## src/rtl/common_dffram_wrsched_pkg.sv

```systemverilog
// Shared types for the DFF RAM write-port scheduler.
// FSM encoding used by the top and the bench.
package common_dffram_wrsched_pkg;

  typedef enum logic {
    CLEAR = 1'b0,
    RUN   = 1'b1
  } fsm_t;

endpackage

```

## src/rtl/common_rr_arb2.sv

```systemverilog
// Two-way round-robin arbiter with enable.
// ptr names the requester that wins a tie; it flips away from each winner.
module common_rr_arb2 (
  input  logic       clk,
  input  logic       reset,
  input  logic       en,
  input  logic [1:0] valid,
  output logic [1:0] grant,
  output logic       ptr
);

  always_comb begin
    grant = 2'b00;
    if (en) begin
      case (valid)
        2'b01:   grant = 2'b01;
        2'b10:   grant = 2'b10;
        2'b11:   grant = ptr ? 2'b10 : 2'b01;
        default: grant = 2'b00;
      endcase
    end
  end

  always_ff @(posedge clk or negedge reset) begin
    if (!reset) begin
      ptr <= 1'b0;
    end else if (|grant) begin
      ptr <= grant[0];
    end
  end

endmodule

```

## src/rtl/common_dffram_wrsched.sv

```systemverilog
// Write-port scheduler: round-robin between two writers onto
// RAM port A, plus a full clear sweep after reset or on request.
module common_dffram_wrsched
  import common_dffram_wrsched_pkg::*;
#(
  parameter int RAM_DATA_WIDTH = 8,
  parameter int RAM_ADDR_WIDTH = 4,
  parameter logic [RAM_DATA_WIDTH-1:0] CLEAR_VALUE = '0
) (
  input  logic                      clk,
  input  logic                      reset,
  input  logic                      req0_valid,
  output logic                      req0_ready,
  input  logic [RAM_ADDR_WIDTH-1:0] req0_addr,
  input  logic [RAM_DATA_WIDTH-1:0] req0_wbe,
  input  logic [RAM_DATA_WIDTH-1:0] req0_data,
  input  logic                      req1_valid,
  output logic                      req1_ready,
  input  logic [RAM_ADDR_WIDTH-1:0] req1_addr,
  input  logic [RAM_DATA_WIDTH-1:0] req1_wbe,
  input  logic [RAM_DATA_WIDTH-1:0] req1_data,
  input  logic                      clr_req,
  output logic                      busy,
  output logic                      clr_done,
  output logic [RAM_ADDR_WIDTH-1:0] ram_addra,
  output logic                      ram_ena,
  output logic [RAM_DATA_WIDTH-1:0] ram_wea,
  output logic [RAM_DATA_WIDTH-1:0] ram_dina
);

  localparam logic [RAM_ADDR_WIDTH-1:0] LAST = '1;

  fsm_t                      fsm;
  fsm_t                      fsm_nxt;
  logic [RAM_ADDR_WIDTH-1:0] clr_cnt;
  logic [RAM_ADDR_WIDTH-1:0] cnt_nxt;
  logic                      arb_en;
  logic [1:0]                grant;
  logic                      rr_ptr;

  // A clear request steals the cycle: nobody is granted.
  assign arb_en = (fsm == RUN) && !clr_req;

  common_rr_arb2 u_arb (
    .clk   (clk),
    .reset (reset),
    .en    (arb_en),
    .valid ({req1_valid, req0_valid}),
    .grant (grant),
    .ptr   (rr_ptr)
  );

  assign req0_ready = grant[0];
  assign req1_ready = grant[1];

  always_ff @(posedge clk or negedge reset) begin
    if (!reset) begin
      fsm     <= CLEAR;
      clr_cnt <= '0;
    end else begin
      fsm     <= fsm_nxt;
      clr_cnt <= cnt_nxt;
    end
  end

  always_comb begin
    fsm_nxt   = fsm;
    cnt_nxt   = clr_cnt;
    busy      = 1'b0;
    clr_done  = 1'b0;
    ram_ena   = 1'b0;
    ram_addra = '0;
    ram_wea   = '0;
    ram_dina  = '0;
    unique case (fsm)
      CLEAR: begin
        busy      = 1'b1;
        ram_ena   = 1'b1;
        ram_addra = clr_cnt;
        ram_wea   = '1;
        ram_dina  = CLEAR_VALUE;
        cnt_nxt   = clr_cnt + 1'b1;
        if (clr_cnt == LAST) begin
          clr_done = 1'b1;
          fsm_nxt  = RUN;
        end
      end
      RUN: begin
        if (clr_req) begin
          fsm_nxt = CLEAR;
          cnt_nxt = '0;
        end else if (grant[0]) begin
          ram_ena   = 1'b1;
          ram_addra = req0_addr;
          ram_wea   = req0_wbe;
          ram_dina  = req0_data;
        end else if (grant[1]) begin
          ram_ena   = 1'b1;
          ram_addra = req1_addr;
          ram_wea   = req1_wbe;
          ram_dina  = req1_data;
        end
      end
      default: fsm_nxt = CLEAR;
    endcase
  end

endmodule

```

## config.mk

```make
export PLATFORM = sky130hd
export DESIGN_NAME = common_dffram_wrsched
export DESIGN_NICKNAME = d
export VERILOG_FILES = /design/src/rtl/common_dffram_wrsched_pkg.sv /design/src/rtl/common_rr_arb2.sv /design/src/rtl/common_dffram_wrsched.sv
export SDC_FILE = /design/constraint.sdc
export NUM_CORES = 1
export LEC_CHECK = 0
export ABC_CLOCK_PERIOD_IN_PS = 2600
export CORE_MARGIN = 1.5
export CORE_UTILIZATION = 25
export DETAILED_ROUTE_END_ITERATION = 7
export PLACE_DENSITY = 0.84
export SKIP_LAST_GASP = 1
export SYNTH_ARGS = -nofsm -noshare
export SYNTH_HDL_FRONTEND = slang
export SYNTH_HIERARCHICAL = 1
export SYNTH_SLANG_ARGS = --single-unit
```

## constraint.sdc

```tcl
create_clock -name clk -period 2.6 [get_ports clk]
set_clock_uncertainty 0.1 [all_clocks]
set_input_delay 0.52 -clock clk [delete_from_list [all_inputs] [get_ports clk]]
set_output_delay 0.52 -clock clk [all_outputs]
set_load 0.01 [all_outputs]
```

# Word-level counts from Yosys, hierarchy flattened
# Cells that the tools add are included.
dict set report op_classes {
  n_addsub 1
  multipliers 0
  div 0
  magnitude_cmp 0
  n_eq_ne 5
  n_shift 0
  mux 26
  bitwise 1
  reduce_logical 3
}
# operator n
set op_table {}
lappend op_table {{2-to-1 mux 8 bit} 6}
lappend op_table {{one-hot mux 8 bit (2 select lines)} 2}
lappend op_table {{2-to-1 mux 4 bit} 4}
lappend op_table {{one-hot mux 4 bit (2 select lines)} 2}
lappend op_table {{2-to-1 mux 1 bit} 7}
lappend op_table {{one-hot mux 2 bit (3 select lines)} 1}
lappend op_table {{adder 4 x 1 -> 4 bit, second input constant} 1}
lappend op_table {{equality test 2 bit, second input constant} 2}
lappend op_table {{equality test 4 bit, second input constant} 1}
lappend op_table {{2-to-1 mux 2 bit} 2}
lappend op_table {{one-hot mux 1 bit (2 select lines)} 2}
lappend op_table {{equality test 2 x 1 -> 1 bit, second input constant} 1}
lappend op_table {{!= test 2 bit, second input constant} 1}
lappend op_table {{OR reduction 2 bit} 1}
lappend op_table {{logical AND 1 bit} 1}
lappend op_table {{zero test 1 bit} 1}
lappend op_table {{inverter 1 bit} 1}
dict set report totals {
  reg_bits 6
  latchBits 0
  ramBits 0
  romBits 0
  input_bits 45
  output_inout_bits 25
  mem_count 0
}

# Depth between registers and ports, before layout
# Gate-level depths: netlist of run 1.
dict set report depth {
  depth_word 7
  mapped_depth 10
  mapped_depth_nobuf 7
}

# Hierarchy
# Netlist of run 1, hierarchy kept.
# mod instances cells_per_inst area_each_um2 seq_area_each_um2
set by_module_without_submodules {}
lappend by_module_without_submodules {common_dffram_wrsched 1 74 568.0 125.1}
lappend by_module_without_submodules {common_rr_arb2 1 8 61.3 25.0}

# Worst setup path after synthesis of run 1
# No wires, ideal clock.
dict set report synth_path {
  kind {in2out}
  start {input clr_req}
  end {output ram_wea[0]}
  t_arrival_ns 1.863
  t_required_ns 1.980
  slack_ns 0.117
  cell_stages 7
  n_path_buf 1
  cell_sequence {nand2b_4 inv_2 nand2_1 a21oi_1 buf_2 a22oi_1 o21ai_0}
}
dict set report synth_between {
  word_cells_on_any_way 7
}
# item line
set synth_lines {}
lappend synth_lines {{start: declaration} common_dffram_wrsched.sv:22} ;# input logic clr_req,
lappend synth_lines {{zero test 1 bit} common_dffram_wrsched.sv:42} ;# assign arb_en = (fsm == RUN) && !clr_req;
lappend synth_lines {{logical AND 1 bit} common_dffram_wrsched.sv:42}
lappend synth_lines {{named net arb_en} common_dffram_wrsched.sv:37} ;# logic arb_en;
lappend synth_lines {{2-to-1 mux 2 bit} common_rr_arb2.sv:14} ;# if (en) begin
lappend synth_lines {{named net req0_ready} common_dffram_wrsched.sv:13} ;# output logic req0_ready,
lappend synth_lines {{2-to-1 mux 8 bit} common_dffram_wrsched.sv:92} ;# end else if (grant[0]) begin
lappend synth_lines {{2-to-1 mux 8 bit} common_dffram_wrsched.sv:89} ;# if (clr_req) begin
lappend synth_lines {{one-hot mux 8 bit (2 select lines)} common_dffram_wrsched.sv:75} ;# unique case (fsm)
lappend synth_lines {{end: declaration} common_dffram_wrsched.sv:27} ;# output logic [RAM_DATA_WIDTH-1:0] ram_wea,
# The timed path passes the listed nets, and every way through them passes these cells.

# Worst setup path after layout of run 1
dict set report layout_path {
  start {input clr_req}
  end {output ram_addra[2]}
}
dict set report layout_between {
  elab_chain_cells 7
}
# item line
set layout_rtl {}
lappend layout_rtl {{zero test 1 bit (*)} common_dffram_wrsched.sv:42}
lappend layout_rtl {{logical AND 1 bit (*)} common_dffram_wrsched.sv:42}
lappend layout_rtl {{named net arb_en} common_dffram_wrsched.sv:37}
lappend layout_rtl {{2-to-1 mux 2 bit (*)} common_rr_arb2.sv:14}
lappend layout_rtl {{2-to-1 mux 4 bit} common_dffram_wrsched.sv:97} ;# end else if (grant[1]) begin
lappend layout_rtl {{2-to-1 mux 4 bit (*)} common_dffram_wrsched.sv:92}
lappend layout_rtl {{2-to-1 mux 4 bit (*)} common_dffram_wrsched.sv:89}
lappend layout_rtl {{one-hot mux 4 bit (2 select lines) (*)} common_dffram_wrsched.sv:75}
lappend layout_rtl {{end: declaration} common_dffram_wrsched.sv:25} ;# output logic [RAM_ADDR_WIDTH-1:0] ram_addra,
# Mark *: on every way through the listed nets, which the timed path passes. The rest lies on a longest branch.

==> run summary, run 1 <==
Reg area: 150 um2
share of the core filled with cells: 0.616
vias after detailed routing: 962
Placeable Area: 0.00230 mm2
worst IR drop on VDD: 0.323 mV
number of max-cap violations: 0
register bit total from synthesis: 6
NumNets Final: 212
CTS H-tree lvls: 1
Req. time, crit path: 1.98 ns
P_sw: 373 uW
R2R Path End: u_arb/ptr$_DFFE_PN0P_
pwr/cell area: 613 mW/mm2
asr flop ratio synth: 1.00
Min-Delay Path Class: input port to async pin
CTS Sinks: 6
Hold Worst Slack: 0.414 ns
share of layout cells above drive strength 1: 0.329
Pre-antenna DRT Iters: 4
DRT iter0 DRCs: 21
Buf/Inv on CP: 5
Clk pwr share: 0.101
Post-DRT Antenna Nets: 0
Area Growth Syn to Fin: 125%
die area: 0.00283 mm2
initial antenna violation count: 0
Area contributors post-synth: dfrtp_1 24%, a22oi_1 20%, o21ai_0 7.2%
first-pass GRT wire length: 4.40 mm
clock tree from TritonCTS: yes
crit-path max cell delay: 0.24 ns
post-synthesis sequential area ratio: 0.239
Worst Setup Start Kind: input port
DRC errors left: 0
clock buffer depth: 2
mean cell area of the mapped netlist: 7.68 um2
Max Fclk: 392 MHz
sw frac: 0.430
YS warnings: 6
CTS Buf Count: 3
Syn Inst Count: 82
initial core utilization: 0.274
Synth cell types: 26
main flop type after synthesis: dfrtp_1
Clock transition at path regs: 0.05 ns
Largest delay share family, worst path: buffers and inverters
clock root cell: clkbuf_4
die extent in x: 53.2 um
Sequential Power Share: 0.216
most numerous cell in the Yosys netlist: a22oi_1
Post-synth EDFFs: 0
FILL cells: 196
wire length per cell: 14.4 um
diode count: 0
crit end category: output port
worst-path fanout max: 6
final setup violation count: 0
Leakage: 0.582 nW
GRT Residual Overflow: 0
Commonest cells post-synth: 17 x a22oi_1, 10 x nor2_1, 9 x o21ai_0
share of the synthesized area in the top cell type: 0.239
fin. max-slew vios: 0
post-synth net total: 128
final instance area: 0.00142 mm2
FP Rows: 17
Vias/cell: 5.01
Comb power frac: 0.683
Setup Slack @ Placement: -0.530 ns
vias in the first global route: 1013
worst r2r path cells: 6
GRT Overall Usage: 0.211
chip height: 53.2 um
worst skew pair latency: 0.24 ns
Synth area leader: dfrtp_1
Post-Syn Area: 629 um2
Post-Route WL: 2.76 mm
DP Wirelength: 2.12 mm
worst reg2reg path startpoint: fsm$_DFF_PN0_
GPL Wtd Cong: 0.793
worst-path cell chain: dlygate4sd2_1 > nand2b_4 > inv_4 > nand2_2 > a21oi_4 > buf_4 > nor2b_4 > buf_6 > a22oi_2 > o22ai_1 > buf_2
pin count of the biggest net entering global routing: 18
Crit Path Category: input port to output port
Multi-input gate area: 449 um2
final cycle utilization of the critical path: 0.981
Final WS setup: 0.0489 ns
internal power: 495 uW
RSZ-0062 raised after global routing: yes
Arr. time, crit path: 1.93 ns
clock period minus worst slack: 2.55 ns
result of the run: finished clean
overall power: 868 uW
IO Pins: 70
Port Buffers: 69
Crit-path slowest cell: dlygate4sd2_1
Slew Limit Headroom: 0.822
final hold vios: 0
Placed Area: 0.00140 mm2
Slew @ Worst Pin: 0.266 ns
worst reg-to-reg setup slack: 1.30 ns
cts hold-fix bufs: 0
## worst reg2reg max path, delay by kind of cell, from the launching register on
kind	cells	cell delay, ns
buffers and inverters	3	0.30
AND/OR/NAND/NOR	2	0.29
AO/OA/AOI/OAI	1	0.12
flip-flops	1	0.42
## sequential cells by signal (all words and copies together) (netlist names)
name / cells
u_arb/ptr: 1
fsm: 1
clr_cnt: 4
## layout by cell type, fill, tap and decap left out, drive strengths merged
cell | synthesis | routed
clkdlybuf4s50 | 0 | 44
buf | 5 | 35
a22oi | 19 | 19
nor2 | 10 | 10
o21ai | 9 | 9
dfrtp | 6 | 6
inv | 6 | 6
o22ai | 5 | 5
a21oi | 5 | 5
clkbuf | 2 | 5
dlygate4sd2 | 0 | 3
nand2 | 3 | 3
xnor2 | 2 | 2
nor2b | 1 | 1
and3b | 1 | 1
nand2b | 1 | 1
nor3 | 1 | 1
or2 | 1 | 1
o2bb2ai | 1 | 1
a22o | 1 | 1
nand3 | 1 | 1
ha | 1 | 1
dlymetal6s2s | 0 | 1
clkdlybuf4s15 | 0 | 1
and3 | 1 | 1
## layout make-up
| cell class | count | share of cell area |
|---|---|---|
| repair buffers | 86 | 0.518 |
| well taps | 28 | 0.0248 |
| multi-input cells | 63 | 0.317 |
| inverters | 6 | 0.0177 |
| clock buffers | 3 | 0.0159 |
| flip-flops and latches | 6 | 0.106 |
## through the flow
step	setup TNS (ns)	cells
after CTS	-0.0460	191
after global routing	-0.108	192
after floorplan	0	82
after global placement	-9.09	184
final	0	192
after detailed placement	-10.00	184
## cell families after synthesis
logic type / after synthesis / share of synthesized area
flops: 6 / 0.239
compound gates: 40 / 0.437
xor+xnor: 2 / 0.0278
fa+ha+maj: 1 / 0.0199
simple gates: 20 / 0.163
buf+inv: 13 / 0.113
## power by group through the flow
stage / Combinational [mW] / Sequential (mW) / Clock [mW]
6_report: 0.592 / 0.188 / 0.0875
5_1_grt: 0.643 / 0.194 / 0.0971
4_1_cts: 0.585 / 0.186 / 0.0891
3_5_place_dp: 0.653 / 0.184 / 0
3_3_place_gp: 0.633 / 0.181 / 0
2_1_floorplan: 0.319 / 0.167 / 0
## routing by layer
| metal | vias up | routed length [um] | global-route usage |
|---|---|---|---|
| met3 | 6 | 312 | 0.0734 |
| met5 | - | 0 | 0 |
| met2 | 65 | 1400 | 0.379 |
| met1 | 421 | 1010 | 0.233 |
| li1 | 470 | - | - |
| met4 | 0 | 40 | 0.0556 |
## repair_timing
item | in CTS | in global routing
cloned | 1 | 0
buffers inserted | 3 | 1
endpoints found under the setup margin | 23 | 19
gates resized for setup | 92 | 15
pin swaps | 2 | 3
## how the worst max path moves through the flow
stage	from	to	slack, ns	cells after the start
final	clr_req	ram_addra[2]	0.05	11
after floorplan	clr_req	ram_wea[0]	0.12	7
after global placement	clr_req	ram_wea[2]	-0.47	10
after detailed placement	clr_req	ram_addra[2]	-0.53	10
after CTS	req1_valid	ram_dina[4]	-0.02	9
after global routing	clr_req	ram_addra[2]	-0.05	11
No activity file was read; power rests on OpenSTA's default activity.
==> run 2, diff against run 1 <==
--- a/config.mk
+++ b/config.mk
@@ -10,6 +10,7 @@
 export CORE_UTILIZATION = 25
 export DETAILED_ROUTE_END_ITERATION = 7
 export PLACE_DENSITY = 0.84
+export SKIP_CTS_REPAIR_TIMING = 1
 export SKIP_LAST_GASP = 1
 export SYNTH_ARGS = -nofsm -noshare
 export SYNTH_HDL_FRONTEND = slang
==> run 2 against run 1 <==
  * Die area did not move
  * Cell area rose by 2.4%
  * Sequential share of layout area fell by 0.25 points
  * First-iteration DRC count rose by 24%
  * Final cell count fell by 2.1%
  * Setup slack improved by 0.14 ns
  * Non-clock buffer count fell by 4
  * Maximum frequency rose by 5.7%
  * Routed wire length fell by 5.0%
  * Register-to-register slack improved by 0.12 ns
  * Largest cell class unchanged
  * Largest power group unchanged
==> run summary, run 2 (same netlist as run 1, synthesis figures left out) <==
Crit Path Category: input port to output port
commonest non-fill, non-tap cell in the layout: clkdlybuf4s50_1
fin. max-slew vios: 0 (unchanged)
wire length per cell: 13.9 um (-3.0%)
RSZ-0062 raised after global routing: no
Placeable Area: 0.00230 mm2 (unchanged)
result of the run: finished clean
NumNets Final: 208 (-1.9%)
Arr. time, crit path: 1.79 ns (-0.14 ns)
overall power: 863 uW (-0.51%)
clock period minus worst slack: 2.41 ns (-0.137 ns)
clock tree from TritonCTS: yes
final setup violation count: 0 (unchanged)
clock root cell: clkbuf_4
Clock transition at path regs: 0.05 ns (about the same)
most frequent cells in the layout: 44 x clkdlybuf4s50_1, 16 x a22oi_1, 14 x dlymetal6s2s_1
Pre-antenna DRT Iters: 4 (unchanged)
worst IR drop on VDD: 0.309 mV (-4.2%)
R2R Path End: fsm$_DFF_PN0_
chip height: 53.2 um (unchanged)
vias in the first global route: 980 (-3.3%)
pin count of the biggest net entering global routing: 18 (unchanged)
Hold Worst Slack: 0.414 ns (+0.000723 ns)
Vias/cell: 5.10 (+1.7%)
Slew @ Worst Pin: 0.268 ns (+0.00174 ns)
worst reg2reg path startpoint: clr_cnt[1]$_DFFE_PN0N_
final cycle utilization of the critical path: 0.929 (-0.0526)
final hold vios: 0 (unchanged)
share of layout cells above drive strength 1: 0.238 (-0.0918)
CTS Sinks: 6 (unchanged)
Setup TNS: 0 ns (unchanged)
GRT Residual Overflow: 0 (unchanged)
Req. time, crit path: 1.98 ns (about the same)
worst r2r path cells: 4 (-2)
Leakage: 0.740 nW (+27%)
Min-Delay Path Class: input port to async pin
diode count: 0 (unchanged)
die extent in x: 53.2 um (unchanged)
FP Rows: 17 (unchanged)
GRT Overall Usage: 0.198 (-0.0124)
first-pass GRT wire length: 4.13 mm (-6.1%)
initial antenna violation count: 0 (unchanged)
clock buffer depth: 2 (unchanged)
Max Fclk: 414 MHz (+5.7%)
Area Growth Syn to Fin: 130%
worst reg-to-reg setup slack: 1.42 ns (+0.12 ns)
worst-path fanout max: 5 (-1)
CTS Buf Count: 3 (unchanged)
DRT iter0 DRCs: 26 (+24%)
GPL Wtd Cong: 0.793 (unchanged)
pwr/cell area: 596 mW/mm2 (-2.8%)
Setup Slack @ Placement: -0.530 ns (unchanged)
share of the core filled with cells: 0.631 (+0.0147)
Slew Limit Headroom: 0.821 (-0.00117)
vias after detailed routing: 958 (-0.42%)
initial core utilization: 0.274 (unchanged)
max reg flops: 4 (unchanged)
number of max-cap violations: 0 (unchanged)
top flop regs: clr_cnt: 4 flops, fsm: 1 flops, u_arb/ptr: 1 flops
die area: 0.00283 mm2 (unchanged)
Post-DRT Antenna Nets: 0 (unchanged)
Post-Route WL: 2.62 mm (-5.0%)
FILL cells: 186 (-5.1%)
Final WS setup: 0.186 ns (+0.137 ns)
DP Wirelength: 2.12 mm (unchanged)
DRC errors left: 0 (unchanged)
Top reg by flops: clr_cnt
Port Buffers: 69 (unchanged)
CTS H-tree lvls: 1 (unchanged)
IO Pins: 70 (unchanged)
crit end category: output port
worst skew pair latency: 0.24 ns (about the same)
Worst Setup Start Kind: input port
run 2: cell type report:
| type | instances | area (um2) | area share |
|---|---|---|---|
| Timing Repair Buffer | 82 | 779 | 0.538 |
| Sequential cell | 6 | 150 | 0.104 |
| Clock buffer | 3 | 22.5 | 0.0155 |
| Inverter | 6 | 22.5 | 0.0155 |
| Tap cell | 28 | 35.0 | 0.0242 |
| Multi-Input combinational cell | 63 | 439 | 0.303 |
run 2: critical path: stages:
cell and delay (ns):
dlymetal6s2s_1 0.13, nand2b_4 0.14, inv_2 0.07, nand2_2 0.08, a21oi_4 0.20, buf_6 0.15
and3b_1 0.18, a21oi_2 0.11, o21ai_0 0.08, clkbuf_2 0.13
run 2: through the flow:
step	std cells	cell area, um2
2_1_floorplan	82	629
3_3_place_gp	184	1400
3_5_place_dp	184	1400
4_1_cts	187	1420
5_1_grt	188	1450
6_report	188	1450
run 2: how the worst max path moves through the flow:
stage,depth (start not counted),to,startpoint
after floorplan,7,ram_wea[0],clr_req
after global placement,10,ram_wea[2],clr_req
after detailed placement,10,ram_addra[2],clr_req
after CTS,10,ram_wea[1],clr_req
after global routing,10,ram_wea[4],clr_req
final,10,ram_wea[4],clr_req
run 2: per-layer routing:
metal,global-route usage,vias to the layer above,part of all wire
met3,0.0904,6,0.11
met5,0,-,0
met4,0.0556,0,0.018
li1,-,461,-
met1,0.216,430,0.38
met2,0.344,61,0.49
run 2: where the power goes:
| part | internal, mW | switching (mW) |
|---|---|---|
| clock | 0.0523 | 0.0344 |
| combinational | 0.304 | 0.286 |
| sequential | 0.141 | 0.0452 |
| total | 0.498 | 0.365 |
==> run 3, diff against run 2 <==
--- a/config.mk
+++ b/config.mk
@@ -7,11 +7,10 @@
 export LEC_CHECK = 0
 export ABC_CLOCK_PERIOD_IN_PS = 2600
 export CORE_MARGIN = 1.5
-export CORE_UTILIZATION = 25
+export CORE_UTILIZATION = 27
 export DETAILED_ROUTE_END_ITERATION = 7
-export PLACE_DENSITY = 0.84
+export PLACE_DENSITY = 0.89
 export SKIP_CTS_REPAIR_TIMING = 1
-export SKIP_LAST_GASP = 1
 export SYNTH_ARGS = -nofsm -noshare
 export SYNTH_HDL_FRONTEND = slang
 export SYNTH_HIERARCHICAL = 1
==> run 3 against run 2 <==
  * Critical path depth is 1 higher
  * Cell area increased by 5.6%
  * Die area is 7.0% lower
  * Non-clock buffer count rose by 3
  * Core utilization up 6.1 points
  * Global-route usage increased by 2.2 points
  * Largest power group unchanged
  * Final cell count is 1.6% higher
  * Sequential power is essentially flat
  * Flip-flop and latch count stayed put
  * Setup slack worse by 0.10 ns
==> run summary, run 3 (same netlist as run 1, synthesis figures left out) <==
result of the run: finished clean
crit-path max cell delay: 0.18 ns (-0.02 ns)
Pre-antenna DRT Iters: 4 (unchanged)
Slew @ Worst Pin: 0.281 ns (+0.0137 ns)
Min-Delay Path Class: input port to async pin
die extent in x: 51.3 um (-3.6%)
clock buffer depth: 2 (unchanged)
Worst Setup Start Kind: input port
Placeable Area: 0.00221 mm2 (-3.7%)
first-pass GRT wire length: 4.37 mm (+5.8%)
clock tree from TritonCTS: yes
FILL cells: 154 (-17%)
pwr/cell area: 593 mW/mm2 (-0.52%)
Crit-path slowest cell: a21oi_4
vias in the first global route: 1000 (+2.0%)
GRT Overall Usage: 0.220 (+0.0216)
FP Rows: 17 (unchanged)
pin count of the biggest net entering global routing: 18 (unchanged)
final hold vios: 0 (unchanged)
diode count: 0 (unchanged)
Req. time, crit path: 1.98 ns (about the same)
commonest non-fill, non-tap cell in the layout: clkdlybuf4s50_1
IO Pins: 70 (unchanged)
fin. max-slew vios: 0 (unchanged)
Arr. time, crit path: 1.90 ns (+0.11 ns)
vias after detailed routing: 1002 (+4.6%)
most frequent cells in the layout: 45 x clkdlybuf4s50_1, 16 x dlymetal6s2s_1, 13 x buf_4
DP Wirelength: 2.12 mm (about the same)
Area Growth Syn to Fin: 143%
top flop regs: clr_cnt: 4 flops, fsm: 1 flops, u_arb/ptr: 1 flops
worst-path cell chain: dlymetal6s2s_1 > nand2b_4 > inv_2 > nand2_2 > a21oi_4 > buf_4 > nor2b_4 > buf_4 > a22oi_2 > o22ai_1 > dlymetal6s2s_1
chip height: 51.3 um (-3.6%)
Sequential Power Share: 0.208 (-0.008)
max reg flops: 4 (unchanged)
Hold Worst Slack: 0.407 ns (-0.00775 ns)
GRT Residual Overflow: 0 (unchanged)
Vias/cell: 5.25 (+3.0%)
GPL Wtd Cong: 0.685 (-14%)
CTS Sinks: 6 (unchanged)
DRT iter0 DRCs: 14 (-46%)
P_sw: 374 uW (+2.3%)
Top reg by flops: clr_cnt
Comb power frac: 0.694 (+0.011)
Slew Limit Headroom: 0.812 (-0.00917)
NumNets Final: 211 (+1.4%)
Port Buffers: 69 (unchanged)
clock root cell: clkbuf_4
Max Fclk: 397 MHz (-4.0%)
internal power: 533 uW (+7.1%)
Crit Path Category: input port to output port
final setup violation count: 0 (unchanged)
CTS H-tree lvls: 1 (unchanged)
worst-path fanout max: 4 (-1)
initial antenna violation count: 0 (unchanged)
Post-DRT Antenna Nets: 0 (unchanged)
number of max-cap violations: 0 (unchanged)
initial core utilization: 0.285 (+0.0105)
crit end category: output port
Clock transition at path regs: 0.05 ns (about the same)
worst skew pair latency: 0.26 ns (+0.02 ns)
worst IR drop on VDD: 0.305 mV (-1.2%)
Post-Route WL: 2.86 mm (+9.3%)
wire length per cell: 15.0 um (+7.6%)
Setup crit start: clr_req
share of the core filled with cells: 0.692 (+0.0610)
overall power: 907 uW (+5.1%)
final cycle utilization of the critical path: 0.968 (+0.0391)
CTS Buf Count: 3 (unchanged)
DRC errors left: 0 (unchanged)
Clk pwr share: 0.097 (-0.003)
share of layout cells above drive strength 1: 0.252 (+0.0140)
sw frac: 0.412 (-0.0111)
clock period minus worst slack: 2.52 ns (+0.102 ns)
die area: 0.00263 mm2 (-7.0%)
Leakage: 0.736 nW (-0.53%)
worst reg2reg path startpoint: fsm$_DFF_PN0_
## run 3: area by class of cell
class	instances	area, um2	area share
tap	28	35.0	0.0229
timing repair buffer	85	845	0.552
inverter	6	22.5	0.0147
multi-input combinational	63	455	0.298
sequential	6	150	0.0981
clock buffer	3	22.5	0.0147
## run 3: power groups by stage
stage	Clock, mW	Sequential (mW)	Combinational, mW
global placement	0	0.181	0.632
finish	0.0883	0.189	0.629
floorplan	0	0.167	0.319
detailed placement	0	0.184	0.648
global route	0.0920	0.197	0.687
CTS	0.0952	0.184	0.650
## run 3: layer usage
metal,global-route usage,wire length (um),vias up
li1,-,-,466
met1,0.253,1040,486
met2,0.381,1530,45
met3,0.0614,256,5
met4,0.0921,45,0
met5,0,0,-
## run 3: worst max-delay path: cells and delay by family
kind                   cells  cell delay [ns]
AOI/OAI and AO/OA          3             0.42
buffers and inverters      5             0.69
and+or+nand+nor            3             0.27
## run 3: worst paths after layout
path / to / slack, ns / cells past startpoint
worst min register to register: clr_cnt[1]$_DFFE_PN0N_ / 0.51 / 1
max in group asynchronous: clr_cnt[1]$_DFFE_PN0N_ / 1.77 / 1
worst min-delay path: fsm$_DFF_PN0_ / 0.41 / 1
min in group clk: clr_cnt[1]$_DFFE_PN0N_ / 0.51 / 1
worst max-delay path: ram_addra[3] / 0.08 / 11
worst max register to register: fsm$_DFF_PN0_ / 1.41 / 3
## run 3: stage by stage
stage | instances | worst slack, ns | setup TNS [ns] | cell area, um2
2_1_floorplan | 82 | 0.117 | 0 | 629
3_3_place_gp | 184 | -0.503 | -9.63 | 1410
3_5_place_dp | 184 | -0.624 | -11.93 | 1410
4_1_cts | 187 | -0.636 | -12.09 | 1440
5_1_grt | 191 | -0.0575 | -0.106 | 1530
6_report | 191 | 0.0838 | 0 | 1530
